==> src/rtl/seq_mult32.sv <==
// Iterative unsigned 32x32->64 shift-and-add multiplier.
// One partial-product add per clock through a single 32-bit ripple-carry
// adder; operands and product move over valid/ready handshakes.

// 32-bit ripple-carry adder: chain of full-adder cells.
module fa32 (
    input  logic [31:0] x,
    input  logic [31:0] y,
    input  logic        cin,
    output logic [31:0] sum,
    output logic        cout
);
    logic [32:0] carry;

    assign carry[0] = cin;

    // Per-bit full adder; carry ripples from bit 0 upward.
    genvar i;
    generate
        for (i = 0; i < 32; i++) begin : g_bit
            assign sum[i]     = x[i] ^ y[i] ^ carry[i];
            assign carry[i+1] = (x[i] & y[i]) | (carry[i] & (x[i] ^ y[i]));
        end
    endgenerate

    assign cout = carry[32];
endmodule

// state | meaning
// IDLE  | waiting for an operand pair, in_ready high
// RUN   | 32 shift/add iterations, one per clock
// DONE  | product presented, held until consumer takes it
module seq_mult32 #(
    parameter int WIDTH = 32
) (
    input  logic                 clk,
    input  logic                 reset,
    input  logic                 in_valid,
    output logic                 in_ready,
    input  logic [WIDTH-1:0]     a,
    input  logic [WIDTH-1:0]     b,
    output logic                 out_valid,
    input  logic                 out_ready,
    output logic [2*WIDTH-1:0]   product,
    output logic                 busy
);
    typedef enum logic [1:0] {
        IDLE = 2'd0,
        RUN  = 2'd1,
        DONE = 2'd2
    } state_t;

    state_t             state;
    logic [WIDTH-1:0]   a_reg;
    logic [2*WIDTH-1:0] p;
    logic [4:0]         cnt;
    logic [WIDTH-1:0]   sum;
    logic               carry;

    // Upper half of the accumulator plus multiplicand; carry lands in p[63]
    // on the following shift, so no overflow is possible.
    fa32 u_fa (
        .x    (p[2*WIDTH-1:WIDTH]),
        .y    (a_reg),
        .cin  (1'b0),
        .sum  (sum),
        .cout (carry)
    );

    // Control FSM and datapath registers; all handshake outputs registered.
    always_ff @(posedge clk) begin
        if (reset) begin
            state     <= IDLE;
            in_ready  <= 1'b1;
            out_valid <= 1'b0;
            busy      <= 1'b0;
            a_reg     <= '0;
            p         <= '0;
            cnt       <= '0;
        end else begin
            case (state)
                IDLE: begin
                    if (in_valid && in_ready) begin
                        a_reg    <= a;
                        p        <= {{WIDTH{1'b0}}, b};
                        cnt      <= '0;
                        state    <= RUN;
                        in_ready <= 1'b0;
                        busy     <= 1'b1;
                    end
                end
                RUN: begin
                    if (p[0]) begin
                        p <= {carry, sum, p[WIDTH-1:1]};
                    end else begin
                        p <= {1'b0, p[2*WIDTH-1:1]};
                    end
                    cnt <= cnt + 5'd1;
                    // Fixed 32 iterations; no early exit for small operands.
                    if (cnt == 5'd31) begin
                        state     <= DONE;
                        out_valid <= 1'b1;
                    end
                end
                DONE: begin
                    if (out_valid && out_ready) begin
                        state     <= IDLE;
                        out_valid <= 1'b0;
                        in_ready  <= 1'b1;
                        busy      <= 1'b0;
                    end
                end
                default: begin
                    state     <= IDLE;
                    in_ready  <= 1'b1;
                    out_valid <= 1'b0;
                    busy      <= 1'b0;
                end
            endcase
        end
    end

    assign product = p;
endmodule
==> config.mk <==
export PLATFORM = sky130hd
export DESIGN_NAME = seq_mult32
export DESIGN_NICKNAME = d
export VERILOG_FILES = /design/src/rtl/seq_mult32.sv
export SDC_FILE = /design/constraint.sdc
export NUM_CORES = 1
export LEC_CHECK = 0
export ABC_CLOCK_PERIOD_IN_PS = 27900
export BUFFER_PORTS_ARGS = -buffer_cell sky130_fd_sc_hd__buf_2
export CAP_MARGIN = 10
export CORE_ASPECT_RATIO = 1.2
export CORE_MARGIN = 1.5
export CORE_UTILIZATION = 52
export DETAILED_ROUTE_END_ITERATION = 16
export PLACE_DENSITY = 0.82
export SETUP_SLACK_MARGIN = 0.05
export SYNTH_ARGS = -nofsm -noshare
export SYNTH_HDL_FRONTEND = slang
export SYNTH_SLANG_ARGS = --single-unit
==> constraint.sdc <==
create_clock -name clk -period 27.9 [get_ports clk]
set_clock_uncertainty 0.1 [all_clocks]
set_input_delay 1.395 -clock clk [delete_from_list [all_inputs] [get_ports clk]]
set_output_delay 1.395 -clock clk [all_outputs]
set_load 0.01 [all_outputs]
# Yosys cells after proc, flatten, opt, wreduce, memory -nomap -nowiden
# Cells that the tools add are included.
# totals
input_bits	68
reg_bits	106
output_inout_bits	67
# classes
n_eq_ne	6
muxes	17
n_reduce_logical	9
bitwise_logic	159
add_sub_neg	1
# op_table
cell	n
64-bit two-way mux	2
64-bit one-hot mux with 2 select lines	1
1-bit AND	63
1-bit XOR	63
1-bit bitwise OR	31
5-bit one-hot mux with 2 select lines	1
1-bit one-hot mux with 3 select lines	3
3-bit AND reduction	3
2-bit two-way mux	3
2-bit != test (second input constant)	3
2-bit one-hot mux with 3 select lines	1
5-bit by 1-bit adder with 5-bit output (second input constant)	1
5-bit equality test (second input constant)	1
1-bit two-way mux	5
5-bit two-way mux	1
2-bit AND reduction	2
2-bit by 1-bit equality test with 1-bit output (second input constant)	1
2-bit equality test (second input constant)	1
1-bit logical AND	2
2-bit zero test	1
1-bit NOT	2
2-bit nonzero test	1

# Depth between registers and ports, before layout
# Gate-level depths: netlist (run 1).
# depth
word_depth	65
depth_mapped	39
depth_no_buf	39

# Modules after synthesis
# Synthesis (run 1) repeated with hierarchy kept, for this count alone.
# hier_totals
hier_cells	590
hier_area_um2	5305.1
# by_module_without_submodules
module	instances	area_per_inst_um2	seq_area_each_um2	cells_per_inst
seq_mult32	1	4626.9	2122.0	548
fa32	1	678.2	0.0	42

# Least setup slack after synthesis (run 1)
# No wires, ideal clock.
# synth_path
path_type	register to register
start	register p[32], in the netlist product[32]
end	register p[62], in the netlist product[62]
setup_time_ns	0.132
required_time_ns	27.668
t_arrival_ns	11.782
path_stages_with_launch	40
setup_slack_ns	15.886
cell_sequence	dfxtp_1 > ha_1 > fa_1 > fa_1 > fa_1 > fa_1 > fa_1 > fa_1 > fa_1 > fa_1 > fa_1 > fa_1 > fa_1 > fa_1 > fa_1 > fa_1 > fa_1 > fa_1 > [... 4 more ...] > fa_1 > fa_1 > fa_1 > inv_1 > fa_1 > fa_1 > fa_1 > inv_1 > fa_1 > fa_1 > inv_1 > fa_1 > fa_1 > inv_1 > fa_1 > mux2_2 > nand2_1 > a21oi_1
# synth_between
elab_chain_len	64
# synth_rtl
item	line	text
start, declared	55	logic [2*WIDTH-1:0] p;
start signal, assigned	85	p <= {{WIDTH{1'b0}}, b};
start signal, assigned	94	p <= {carry, sum, p[WIDTH-1:1]};
start signal, assigned	96	p <= {1'b0, p[2*WIDTH-1:1]};
1-bit AND (2 in a row)	22	assign carry[i+1] = (x[i] & y[i]) | (carry[i] & (x[i] ^ y[i]));
1-bit bitwise OR	22	
1-bit AND	22	
1-bit bitwise OR	22	
1-bit AND	22	
1-bit bitwise OR	22	
1-bit AND	22	
1-bit bitwise OR	22	
[... 47 more ...]	n/a	
1-bit bitwise OR	22	
1-bit AND	22	
1-bit bitwise OR	22	
1-bit AND	22	
1-bit bitwise OR	22	
1-bit XOR	21	assign sum[i] = x[i] ^ y[i] ^ carry[i];
64-bit two-way mux	93	if (p[0]) begin
64-bit one-hot mux with 2 select lines	81	case (state)
# Every way passes these cells.
# A chain may end at the register's enable or synchronous reset.

# Worst setup path after layout (run 1)
# Same ends and word-level chain as after synthesis.

==> flow_metrics.tcl, run 1 <==
set metrics [dict create \
    outcome "finished clean" \
    cp_max_fo 4 \
    largest_reg_flops 64 \
    cts_sinks 106 \
    slew_violations 0 \
    viasPerCell 5.46 \
    overflow 0 \
    io-pin-count 135 \
    cp_common_cell "fa_1" \
    drt-total-wl_um 11800 \
    grt_max_degree 108 \
    intPower_uw 265 \
    timing.hold.ws_ns 0.355 \
    power.density_nw_per_um2 59.9 \
    crit_path_end_kind "flop" \
    drtAntennaViolNets 0 \
    rsz0062_at_grt "false" \
    clk_pin_slew_worst_paths_ns 0.07 \
    crit_buf_inv 4 \
    mostFrequentLayoutCell "buf_2" \
    cts-root-buf "clkbuf_16" \
    ys_types 31 \
    critPathMaxStageDelay_ns 0.44 \
    clock_path_buffers 2 \
    p_sw_uw 96.6 \
    pwr-share-clk_pct 37.2 \
    start_util_pct 53.5 \
    rows 39 \
    route.detailed.drc 0 \
    crit_type "flop to flop" \
    ys_seq_elements 106 \
    required_ns 27.97 \
    antenna_cells 0 \
    synth_top_area_share_pct 41.7 \
    avgRoutedWirePerCell_um 14.4 \
    pwr-share-comb_pct 15.1 \
    vias 4472 \
    hold_viol 0 \
    drtPass1Iterations 5 \
    ys_warn_count 0 \
    cp-start-kind "flop" \
    cts_setup_buffers 0 \
    cts_tree "built" \
    avgSynthCellArea_um2 8.59 \
    ctsHtreeMaxLevel 3 \
    ctsResizeCount 0 \
    die_h_um 111 \
    p_leak_nw 2.65 \
    synthCells 593 \
    gp_congestion 0.781 \
    die_w_um 93.3 \
    drive_gt1_share_pct 26.4 \
    synthesis.area_um2 5090 \
    crit_family "adder cells" \
    ir_drop_mv 0.0337 \
    max_freq_ghz 0.0791 \
    final.min_clock_period_ns 12.65 \
    switching_share_pct 26.7 \
    critPathSlowestCell "fa_1" \
    crit_arrival_ns 12.72 \
    setup_tns_ns 0 \
    holdBufCountCts 0 \
    area_growth_pct 18.6 \
    core_area_um2 9520 \
    port_buffers 134 \
    synth_nets 695 \
    synthTopCellsByArea "dfxtp_1 (42%), fa_1 (12%), nand2_1 (7.7%), a21oi_1 (7.0%), mux2_2 (6.0%)" \
    first_iter_violations 176 \
    min_path_type "flop to flop" \
    yosysSeqAreaShare_pct 41.7 \
    fillers 828 \
    insertion_delay_ns 0.34 \
    p_seq_share_pct 47.7 \
    grt_pass1_wl_um 19500 \
    cts_buffers 9 \
    setup_violations 0 \
    slew-limit-headroom_pct 25.4 \
    mostFrequentLayoutCells "buf_2 (133), dfxtp_1 (105), nand2_1 (104)" \
    post-route-period-util_pct 45.3 \
    grt_pass1_vias 4320 \
    grt_use_total_pct 23.1 \
    worstMarginPinSlew_ns 1.12 \
    hpwl_um 7920 \
    grt_antenna_before_repair 0 \
    dieArea_um2 10400 \
    nNetsFinal 794 \
    yosysTopAreaCell "dfxtp_1" \
    max_cap_violations 0 \
]
## power groups by stage
stage          Combinational, mW  Sequential (mW)  Clock (mW)
2_1_floorplan             0.0373            0.175           0
3_5_place_dp              0.0551            0.176           0
6_report                  0.0548            0.172       0.134
4_1_cts                   0.0552            0.172       0.137
3_3_place_gp              0.0529            0.175           0
5_1_grt                   0.0616            0.174       0.144
## metal layers
| layer | vias up | track usage [%] | part of all wire (%) |
|---|---|---|---|
| met5 | - | 0 | 0 |
| met4 | 0 | 8.89 | 1.8 |
| met3 | 12 | 3.83 | 6.3 |
| met2 | 154 | 39.8 | 50 |
| met1 | 2112 | 28.6 | 41 |
| li1 | 2194 | - | - |
## per-stage QoR
| step | setup slack, ns | area [µm²] | cells | power, mW | utilization, % |
|---|---|---|---|---|---|
| floorplan | 15.89 | 5090 | 593 | 0.212 | - |
| global placement | 15.54 | 5720 | 804 | 0.228 | 60.1 |
| detailed placement | 15.32 | 5720 | 804 | 0.231 | 60.1 |
| CTS | 15.26 | 6040 | 819 | 0.365 | 63.4 |
| global route | 14.85 | 6040 | 819 | 0.379 | 63.4 |
| finish | 15.25 | 6040 | 819 | 0.362 | 63.4 |
## synth_stat cells, drive strengths merged
master and number:
a211oi 2, mux2 27, and4bb 1, clkbuf 18
nor3 33, fa 31, o31ai 1, nand4b 1
o2bb2ai 1, nor4 32, o211ai 5, a21o 1
o21a 1, nand4bb 1, ha 3, buf 32
nand3 38, o21ai 1, a31oi 1, nor2 63
dfxtp 106, or3 1, a21oi 71, and3 1
nor2b 2, nand2 104, nand2b 1, inv 14
## path summary, 6_finish.rpt
| path | slack (ns) | startpoint | endpoint | depth (start not counted) |
|---|---|---|---|---|
| worst min register to register | 0.36 | a_reg[26] | a_reg[26] | 2 |
| worst max-delay path | 15.25 | product[32] | product[62] | 39 |
| worst max register to register | 15.25 | product[32] | product[62] | 39 |
| worst min-delay path | 0.36 | a_reg[26] | a_reg[26] | 2 |
## area by class of cell
| type | instances | area (µm²) | area share [%] |
|---|---|---|---|
| clock buffer | 11 | 243 | 4.02 |
| clock inverter | 4 | 76.3 | 1.26 |
| multi-input combinational | 423 | 2690 | 44.5 |
| inverter | 14 | 52.6 | 0.870 |
| tap | 123 | 154 | 2.55 |
| sequential | 106 | 2120 | 35.2 |
| timing repair buffer | 138 | 703 | 11.6 |
## cells by family after synthesis
family	Yosys count	share of synthesized area, %
simple gates	278	24.5
flops	106	41.7
compound gates	84	8.85
buf+inv	64	6.12
fa+ha+maj	34	12.9
mux	27	5.97
## worst min-delay path: stages, from the launching register on
cell and delay (ns):
dfxtp_1 0.31, nand2_1 0.05, a21oi_1 0.05
Power figures use the tool's default switching activity.
==> run 2: changes to the inputs <==
--- a/config.mk
+++ b/config.mk
@@ -5,7 +5,7 @@
 export SDC_FILE = /design/constraint.sdc
 export NUM_CORES = 1
 export LEC_CHECK = 0
-export ABC_CLOCK_PERIOD_IN_PS = 27900
+export ABC_CLOCK_PERIOD_IN_PS = 12500
 export BUFFER_PORTS_ARGS = -buffer_cell sky130_fd_sc_hd__buf_2
 export CAP_MARGIN = 10
 export CORE_ASPECT_RATIO = 1.2
==> constraint.sdc (replaced) <==
create_clock -name clk -period 12.5 [get_ports clk]
set_clock_uncertainty 0.1 [all_clocks]
set_input_delay 0.625 -clock clk [delete_from_list [all_inputs] [get_ports clk]]
set_output_delay 0.625 -clock clk [all_outputs]
set_load 0.01 [all_outputs]
==> flow_metrics.tcl, run 2 (synthesis gave the netlist of run 1 again) <==
set metrics [dict create \
    min_path_type "flop to flop" \
    required_ns 12.57 \
    power.density_nw_per_um2 130 \
    clock_path_buffers 2 \
    cts-root-buf "clkbuf_16" \
    pre_cts_ws_ns -0.142 \
    grt_pass1_vias 4261 \
    slew_violations 0 \
    design_area_um2 6050 \
    setup_tns_ns 0 \
    first_iter_violations 218 \
    setup_ws_ns 0.329 \
    area_growth_pct 18.8 \
    crit_path_end_kind "flop" \
    io-pin-count 135 \
    drt-total-wl_um 12100 \
    hpwl_um 7890 \
    route.detailed.drc 0 \
    critPathSlowestCell "fa_1" \
    drtPass1Iterations 6 \
    grt_antenna_before_repair 0 \
    viasPerCell 5.46 \
    post-route-period-util_pct 97.4 \
    overflow 0 \
    max_cap_violations 0 \
    fillers 858 \
    dieArea_um2 10400 \
    holdBufCountCts 0 \
    hold_viol 0 \
    start_util_pct 53.5 \
    rsz0062_at_grt "false" \
    power_uw 788 \
    fin_util_pct 63.6 \
    antenna_cells 0 \
    final.min_clock_period_ns 12.17 \
    gp_congestion 0.782 \
    crit_family "adder cells" \
    grt_max_degree 108 \
    insertion_delay_ns 0.34 \
    cts_tree "built" \
    largest_reg_flops 64 \
    rows 39 \
    port_buffers 134 \
    dpl.cell_count 804 \
    nNetsFinal 794 \
    cp-start-kind "flop" \
    crit_type "flop to flop" \
    mostFrequentLayoutCell "buf_2" \
    ctsHtreeMaxLevel 3 \
    core_area_um2 9520 \
    grt_use_total_pct 23.8 \
    cts_buffers 9 \
    die_w_um 93.3 \
    crit_buf_inv 4 \
    die_h_um 111 \
    cts_sinks 106 \
    cp_max_fo 4 \
    grt_pass1_wl_um 19900 \
    worstMarginPinSlew_ns 1.12 \
    outcome "finished clean" \
    vias 4468 \
    ir_drop_mv 0.0598 \
    avgRoutedWirePerCell_um 14.7 \
    cts_setup_buffers 0 \
    drive_gt1_share_pct 28.7 \
    cp_common_cell "fa_1" \
    fin_cells 819 \
    max_freq_ghz 0.0822 \
    p_leak_nw 2.61 \
    critPathMaxStageDelay_ns 0.43 \
    setup_violations 0 \
    mostFrequentLayoutCells "buf_2 (133), dfxtp_1 (105), nand2_1 (104)" \
    place_area_um2 5720 \
    drtAntennaViolNets 0 \
    slew-limit-headroom_pct 25.1 \
    clk_pin_slew_worst_paths_ns 0.07 \
    crit_arrival_ns 12.24 \
    timing.hold.ws_ns 0.356 \
]
## run 2: cell types whose count changed in the layout (fill, tap and decap cells not counted), sizes merged
cell | before | now
bufinv | 2 | 1
clkinvlp | 1 | 2
clkinv | 1 | 2
clkbuf | 11 | 10
## run 2: metal layers
layer	track usage (%)	wire, µm
met1	30.3	4970
met2	40.0	6130
met3	3.89	776
met4	9.19	204
met5	0	0
## run 2: path summary, 6_finish.rpt
check	from	end	cells after the start	slack, ns
worst max-delay path	product[32]	product[62]	39	0.33
worst min-delay path	a_reg[26]	a_reg[26]	2	0.36
worst max register to register	product[32]	product[62]	39	0.33
worst min register to register	a_reg[26]	a_reg[26]	2	0.36
## run 2: worst reg2reg max path, delay by kind of cell (launching register included)
family,cells,cell delay [ns]
fa+ha+maj,32,10.87
compound gates,1,0.07
mux,1,0.27
buf+inv,4,0.29
flops,1,0.33
simple gates,1,0.07
## run 2: cell type report
type | count | area, µm² | area share [%]
multi-input cells | 423 | 2720 | 45.0
flip-flops and latches | 106 | 2120 | 35.1
repair buffers | 138 | 703 | 11.6
clock buffers | 10 | 239 | 3.95
well taps | 123 | 154 | 2.54
clock inverters | 5 | 55.1 | 0.910
inverters | 14 | 52.6 | 0.869
## run 2: where the power goes
group / total [mW] / leakage, nW / switching [mW] / internal [mW]
registers: 0.385 / 0.867 / 0.0245 / 0.361
clock network: 0.279 / 0.140 / 0.120 / 0.159
logic: 0.123 / 1.61 / 0.0728 / 0.0502
## run 2: repair_timing
| action | 4_1_cts | 5_1_grt |
|---|---|---|
| gates resized for setup | 7 | 8 |
| setup endpoints to repair | 1 | 3 |
| pin swaps | 0 | 1 |
